==> src/rtl/store_buffer.sv <==
// Posted-write FIFO between the load/store unit and the data memory port.
// Optional store merging into the youngest RAM entry: define STORE_BUFFER_MERGE_EN.
module store_buffer #(
  parameter int unsigned DEPTH    = 4,
  parameter logic [31:0] RAM_BASE = 32'h0000_0000,
  parameter logic [31:0] RAM_TOP  = 32'h0010_0000
) (
  input  logic                     clock,
  input  logic                     reset,
  input  logic                     st_valid,
  output logic                     st_ready,
  input  logic [31:0]              st_addr,
  input  logic [31:0]              st_data,
  input  logic [3:0]               st_strb,
  input  logic [31:0]              ld_addr,
  output logic                     ld_hazard,
  output logic                     mem_valid,
  input  logic                     mem_ready,
  output logic [31:0]              mem_addr,
  output logic [31:0]              mem_data,
  output logic [3:0]               mem_strb,
  output logic                     empty,
  output logic [$clog2(DEPTH):0]   count
);

  localparam int unsigned PW = $clog2(DEPTH);
  localparam int unsigned CW = PW + 1;

  logic [31:0]   r_addr [DEPTH];
  logic [31:0]   r_data [DEPTH];
  logic [3:0]    r_strb [DEPTH];
  logic [PW-1:0] r_head;
  logic [PW-1:0] r_tail;
  logic [CW-1:0] r_count;

  logic          w_full;
  logic          w_nonempty;
  logic          w_merge;
  logic          w_push;
  logic          w_pop;
  logic          w_hazard;
  logic [PW-1:0] w_off;
  logic          w_unused;

  assign w_full     = (r_count == CW'(DEPTH));
  assign w_nonempty = (r_count != CW'(0));

`ifdef STORE_BUFFER_MERGE_EN
  logic [PW-1:0] w_young;
  logic          w_in_ram;

  // Youngest entry is never the head once two or more entries are pending.
  assign w_young  = r_tail - PW'(1);
  assign w_in_ram = ((st_addr - RAM_BASE) < (RAM_TOP - RAM_BASE));
  assign w_merge  = st_valid && (r_count >= CW'(2)) && w_in_ram &&
                    (r_addr[w_young][31:2] == st_addr[31:2]);
  assign w_unused = ^{ld_addr[1:0]};
`else
  assign w_merge  = 1'b0;
  assign w_unused = ^{ld_addr[1:0], RAM_BASE, RAM_TOP};
`endif

  assign st_ready  = !w_full || w_merge;
  assign w_push    = st_valid && !w_full && !w_merge;
  assign w_pop     = w_nonempty && mem_ready;

  assign mem_valid = w_nonempty;
  assign mem_addr  = w_nonempty ? r_addr[r_head] : 32'h0;
  assign mem_data  = w_nonempty ? r_data[r_head] : 32'h0;
  assign mem_strb  = w_nonempty ? r_strb[r_head] : 4'h0;
  assign empty     = !w_nonempty;
  assign count     = r_count;
  assign ld_hazard = w_hazard;

  // Word-address match against every occupied slot; same-cycle stores excluded.
  always_comb begin
    w_hazard = 1'b0;
    w_off    = '0;
    for (int unsigned i = 0; i < DEPTH; i++) begin
      w_off = PW'(i) - r_head;
      if ((CW'(w_off) < r_count) && (r_addr[PW'(i)][31:2] == ld_addr[31:2]))
        w_hazard = 1'b1;
    end
  end

  always_ff @(posedge clock) begin
    if (reset) begin
      r_head  <= '0;
      r_tail  <= '0;
      r_count <= '0;
    end else begin
      if (w_push) r_tail <= r_tail + PW'(1);
      if (w_pop)  r_head <= r_head + PW'(1);
      case ({w_push, w_pop})
        2'b10:   r_count <= r_count + CW'(1);
        2'b01:   r_count <= r_count - CW'(1);
        default: r_count <= r_count;
      endcase
    end
  end

  // Entry payload needs no reset: occupancy is tracked by head/count alone.
  always_ff @(posedge clock) begin
    if (w_push) begin
      r_addr[r_tail] <= st_addr;
      r_data[r_tail] <= st_data;
      r_strb[r_tail] <= st_strb;
    end
`ifdef STORE_BUFFER_MERGE_EN
    if (w_merge) begin
      for (int b = 0; b < 4; b++)
        if (st_strb[b]) r_data[w_young][8*b +: 8] <= st_data[8*b +: 8];
      r_strb[w_young] <= r_strb[w_young] | st_strb;
    end
`endif
  end

endmodule

==> config.mk <==
export PLATFORM = sky130hd
export DESIGN_NAME = store_buffer
export DESIGN_NICKNAME = d
export VERILOG_FILES = /design/src/rtl/store_buffer.sv
export SDC_FILE = /design/constraint.sdc
export NUM_CORES = 1
export LEC_CHECK = 0
export ABC_CLOCK_PERIOD_IN_PS = 6570
export CORE_UTILIZATION = 36
export DETAILED_ROUTE_END_ITERATION = 12
export HOLD_SLACK_MARGIN = 0.03
export PLACE_DENSITY_LB_ADDON = 0.08
export SKIP_LAST_GASP = 1
export SYNTH_ARGS = -nofsm -noshare
export SYNTH_HDL_FRONTEND = slang
export SYNTH_SLANG_ARGS = --single-unit
==> constraint.sdc <==
create_clock -name clock -period 6.57 [get_ports clock]
set_input_delay 0.657 -clock clock [delete_from_list [all_inputs] [get_ports clock]]
set_output_delay 0.657 -clock clock [all_outputs]
set_load 0.005 [all_outputs]
==> results by stage <==
Timing:
- Setup violations remaining at the end of the flow were counted as 0.
- The final worst clock skew is approximately 0.0091 ns.
- The final count of hold timing violations is 0.
- Headroom to the max-slew limit came out at 0.417.
- The transition time at the pin with the least slew margin is roughly 0.87 ns.
- The fraction of the cycle the final worst path needs is 0.623.
- The accumulated negative setup slack is 0 ns.
- The maximum operating frequency is 244 MHz.
- After layout, the minimum clock period comes to 4.09 ns.
- Setup repair after global routing left no endpoint under its margin.
- The setup slack after layout is between 2 and 2.5 ns.
- The number of pins exceeding their max-slew limit in the final report was 0.

Pwr:
- The maximum VDD drop is 0.000230 V.
- The total power draw is 6.05 mW.
- The power per standard cell area is approximately 400 nW/µm².
- The analysis attributes to cell leakage a power of 4.95 nW.

Drt:
- The wire length reported by the detailed router is 30100 µm.
- The number of iterations in the first detailed-routing pass is 6.
- The number of antenna-violating nets in the routed design is 0.
- The DRC violations left is 0.
- The per-cell routed wire length is roughly 23 µm.
- The number of DRC markers after the initial detailed-route iteration is 367.
- The number of vias after detailed routing is between 6000 and 7000.
- In the routed layout, each cell is associated on average with a via count of between 4 and 5.

Worst setup path:
- STA classifies the critical path endpoint as an output pin.
- The data arrival time of the critical path is 3.44 ns.
- The critical path goes through buf_4 -> mux4_2 -> and2_1 -> clkdlybuf4s50_1.
- Measured in cells, the most critical reg-to-reg path has a length of 9.
- The slack of the worst reg-to-reg path is 3.45 ns.
- The largest single stage delay on the critical path is 0.93 ns.
- The endpoint identified for the worst register-to-register timing path is count[2].
- The category of the most critical setup path is reg2out.
- The critical path contains buffers and inverters numbering 2 combined.
- The worst setup path is launched from a flop.
- The slowest stage of the critical path belongs to the cell dfxtp_4.
- In this run the critical register-to-register path is launched from count[2].
- The largest delay contributor family on the critical path is buffers and inverters.
- Along the worst path, the maximum fanout reaches 38.
- Data on the critical path is required at its endpoint by between 5 and 6 ns.

Synthesis:
- In this run, synthesis inferred 272 flip-flops with an integrated enable.
- Synthesis inferred 281 register bits.
- Of all flip-flops after synthesis, the portion carrying an async set or reset was 0.
- Summing every instance area after synthesis gives 12200 µm².
- Yosys printed 0 warnings.
- The most used flip-flop cell after synthesis is edfxtp_1.
- In this run, distinct cell masters in the synthesized netlist total 31.
- The post-synthesis cell count is around 670.
- Of the post-synthesis cell area, the dominant cell type holds 0.669.
- Dividing the synthesized area by the synthesized cell count gives between 15 and 20 µm².
- The sequential fraction of the synthesis area is 0.684.
- The cell taking the most area after synthesis is edfxtp_1.
- By area the synthesized netlist is led by edfxtp_1, mux4_2, xnor2_1.
- When the netlist entered floorplanning its net count stood at 785.

Floorplanning:
- The full die area is 34600 µm².
- In this run the standard cell core region covers 33400 µm².
- The overall die width is 186 µm.
- The floorplan step set the die height to 186 µm.
- The number of top-level pins is 179.
- The initialized floorplan defines 67 standard-cell rows.
- The starting density of the core is 0.365.

Cells and area:
- Leaving out fill and tap cells, the most frequent cell in the layout is edfxtp_1.
- In the layout the commonest cells are edfxtp_1, clkdlybuf4s50_1, and2_1.
- The fraction of layout cells with a size suffix above 1 is 0.151.
- The relative area change from synthesis to final layout is 27.7%.
- After routing the design area is 15600 µm².
- The layout has 2883 filler cells.
- The post-layout net count is slightly below 1000.
- Measured on the finished design, the core utilization comes to 0.466.

Clock network:
- The clock net sink count is 281.
- The root buffer selected by CTS is clkbuf_16.
- The number of hold buffers added after CTS was 0.
- Clock-pin slew was measured on the worst setup and hold paths at 0.05 ns.
- The count of cells resized by post-cts repair is 0.
- TritonCTS built the clock tree.
- Counting the buffers created by CTS gives 34.
- Counting along the longest clock path gives a buffer depth of 3.
- The count of H-tree levels built during CTS is 2.
- The post-CTS repair timing setup buffer count is 0.
- The clock network latency to the later pin of the worst-skew pair is 0.51 ns.

Global routing:
- The number of antenna violations at the first check in global routing came to 5.
- The global-route wire length before repair is between 40000 and 50000 µm.
- The total overflow reported by the global router is 0.
- The via count of the first global-routing pass came to 7143.
- The largest net degree at the start of global routing is 55.
- The global-route usage over all layers is 0.179.

Worst hold path:
- Counting instances, the worst hold path has a depth of 2.
- The startpoint identified for the worst hold timing path is r_tail[1].
- The worst hold path belongs to the class reg2reg.
- The worst hold path terminates at r_tail[1].

Flow run:
- Across the run, the number of max-cap violations was 0.

Place:
- Detailed placement ended at an HPWL of 19600 µm.
- Prior to clock tree synthesis, the placed netlist has a worst setup slack of about 2.8 ns.
- The area after detailed placement is between 10000 and 15000 µm².
- The number of I/O port buffers is approximately 180.
- Routability-driven placement finished with a final weighted congestion of roughly 0.85.

Status:
- The run finished with clean final reports.
synthesized netlist by cell type, types with 7 or more instances:
| cell | instances |
|---|---|
| ha_1 | 9 |
| buf_2 | 11 |
| edfxtp_1 | 272 |
| and2_1 | 70 |
| xor2_1 | 57 |
| nor2_1 | 7 |
| mux4_2 | 68 |
| nor4_1 | 11 |
| inv_1 | 9 |
| nand4_1 | 20 |
| xnor2_1 | 69 |
| dfxtp_1 | 9 |
| clkbuf_1 | 19 |
sequential cells by signal (all words and copies together), names as in the netlist, named ones only:
name    cells
r_addr    128
r_data    128
r_strb     16
count       3
r_head      2
r_tail      2
worst max-delay path by stage:
stage                     startpoint           end  slack, ns  cells past startpoint
after global routing            flop   mem_addr[4]       2.16                      4
after detailed placement  ld_addr[8]     ld_hazard       2.83                      7
after CTS                       flop   mem_addr[4]       2.32                      4
after global placement    ld_addr[8]     ld_hazard       2.82                      7
after floorplan             count[1]  r_addr[0][0]       3.81                      3
final                           flop   mem_addr[4]       2.48                      4
where the power goes:
| group | internal (mW) | leakage (nW) | switching [mW] |
|---|---|---|---|
| combinational | 1.04 | 1.82 | 0.773 |
| sequential | 2.18 | 2.57 | 0.160 |
| clock | 1.21 | 0.559 | 0.690 |
| total | 4.43 | 4.95 | 1.62 |
cell type report:
| cell class | count | area [µm²] | area share |
|---|---|---|---|
| diodes | 1 | 2.50 | 0.000161 |
| multi-input cells | 345 | 3660 | 0.235 |
| inverters | 10 | 37.5 | 0.00241 |
| clock buffers | 43 | 948 | 0.0609 |
| flip-flops and latches | 281 | 8360 | 0.536 |
| repair buffers | 183 | 1810 | 0.116 |
| well taps | 448 | 561 | 0.0360 |
| clock inverters | 15 | 196 | 0.0126 |
kinds of logic after synthesis:
group | synth area share
buffers and inverters | 0.0174
AO/OA/AOI/OAI | 0.00708
AND/OR/NAND/NOR | 0.0644
adder cells (fa/ha/maj) | 0.0109
flip-flops | 0.684
multiplexers | 0.126
XOR/XNOR | 0.0905
tightest hold or removal path, cell delays in order, from the launching register on:
cell and delay [ns]:
dfxtp_1 0.34, nand2_1 0.07, a21oi_1 0.06
stage by stage:
| step | instances | hold WS (ns) |
|---|---|---|
| global placement | 1267 | 0.496 |
| finish | 1326 | 0.521 |
| CTS | 1325 | 0.515 |
| floorplan | 671 | 0.469 |
| detailed placement | 1267 | 0.508 |
| global route | 1325 | 0.539 |
per-layer routing:
metal,track usage,share of wire
met5,0,0.0016
met4,0.0482,0.019
met3,0.0481,0.068
met2,0.308,0.51
met1,0.220,0.40
No activity file was read; power rests on OpenSTA's default activity.
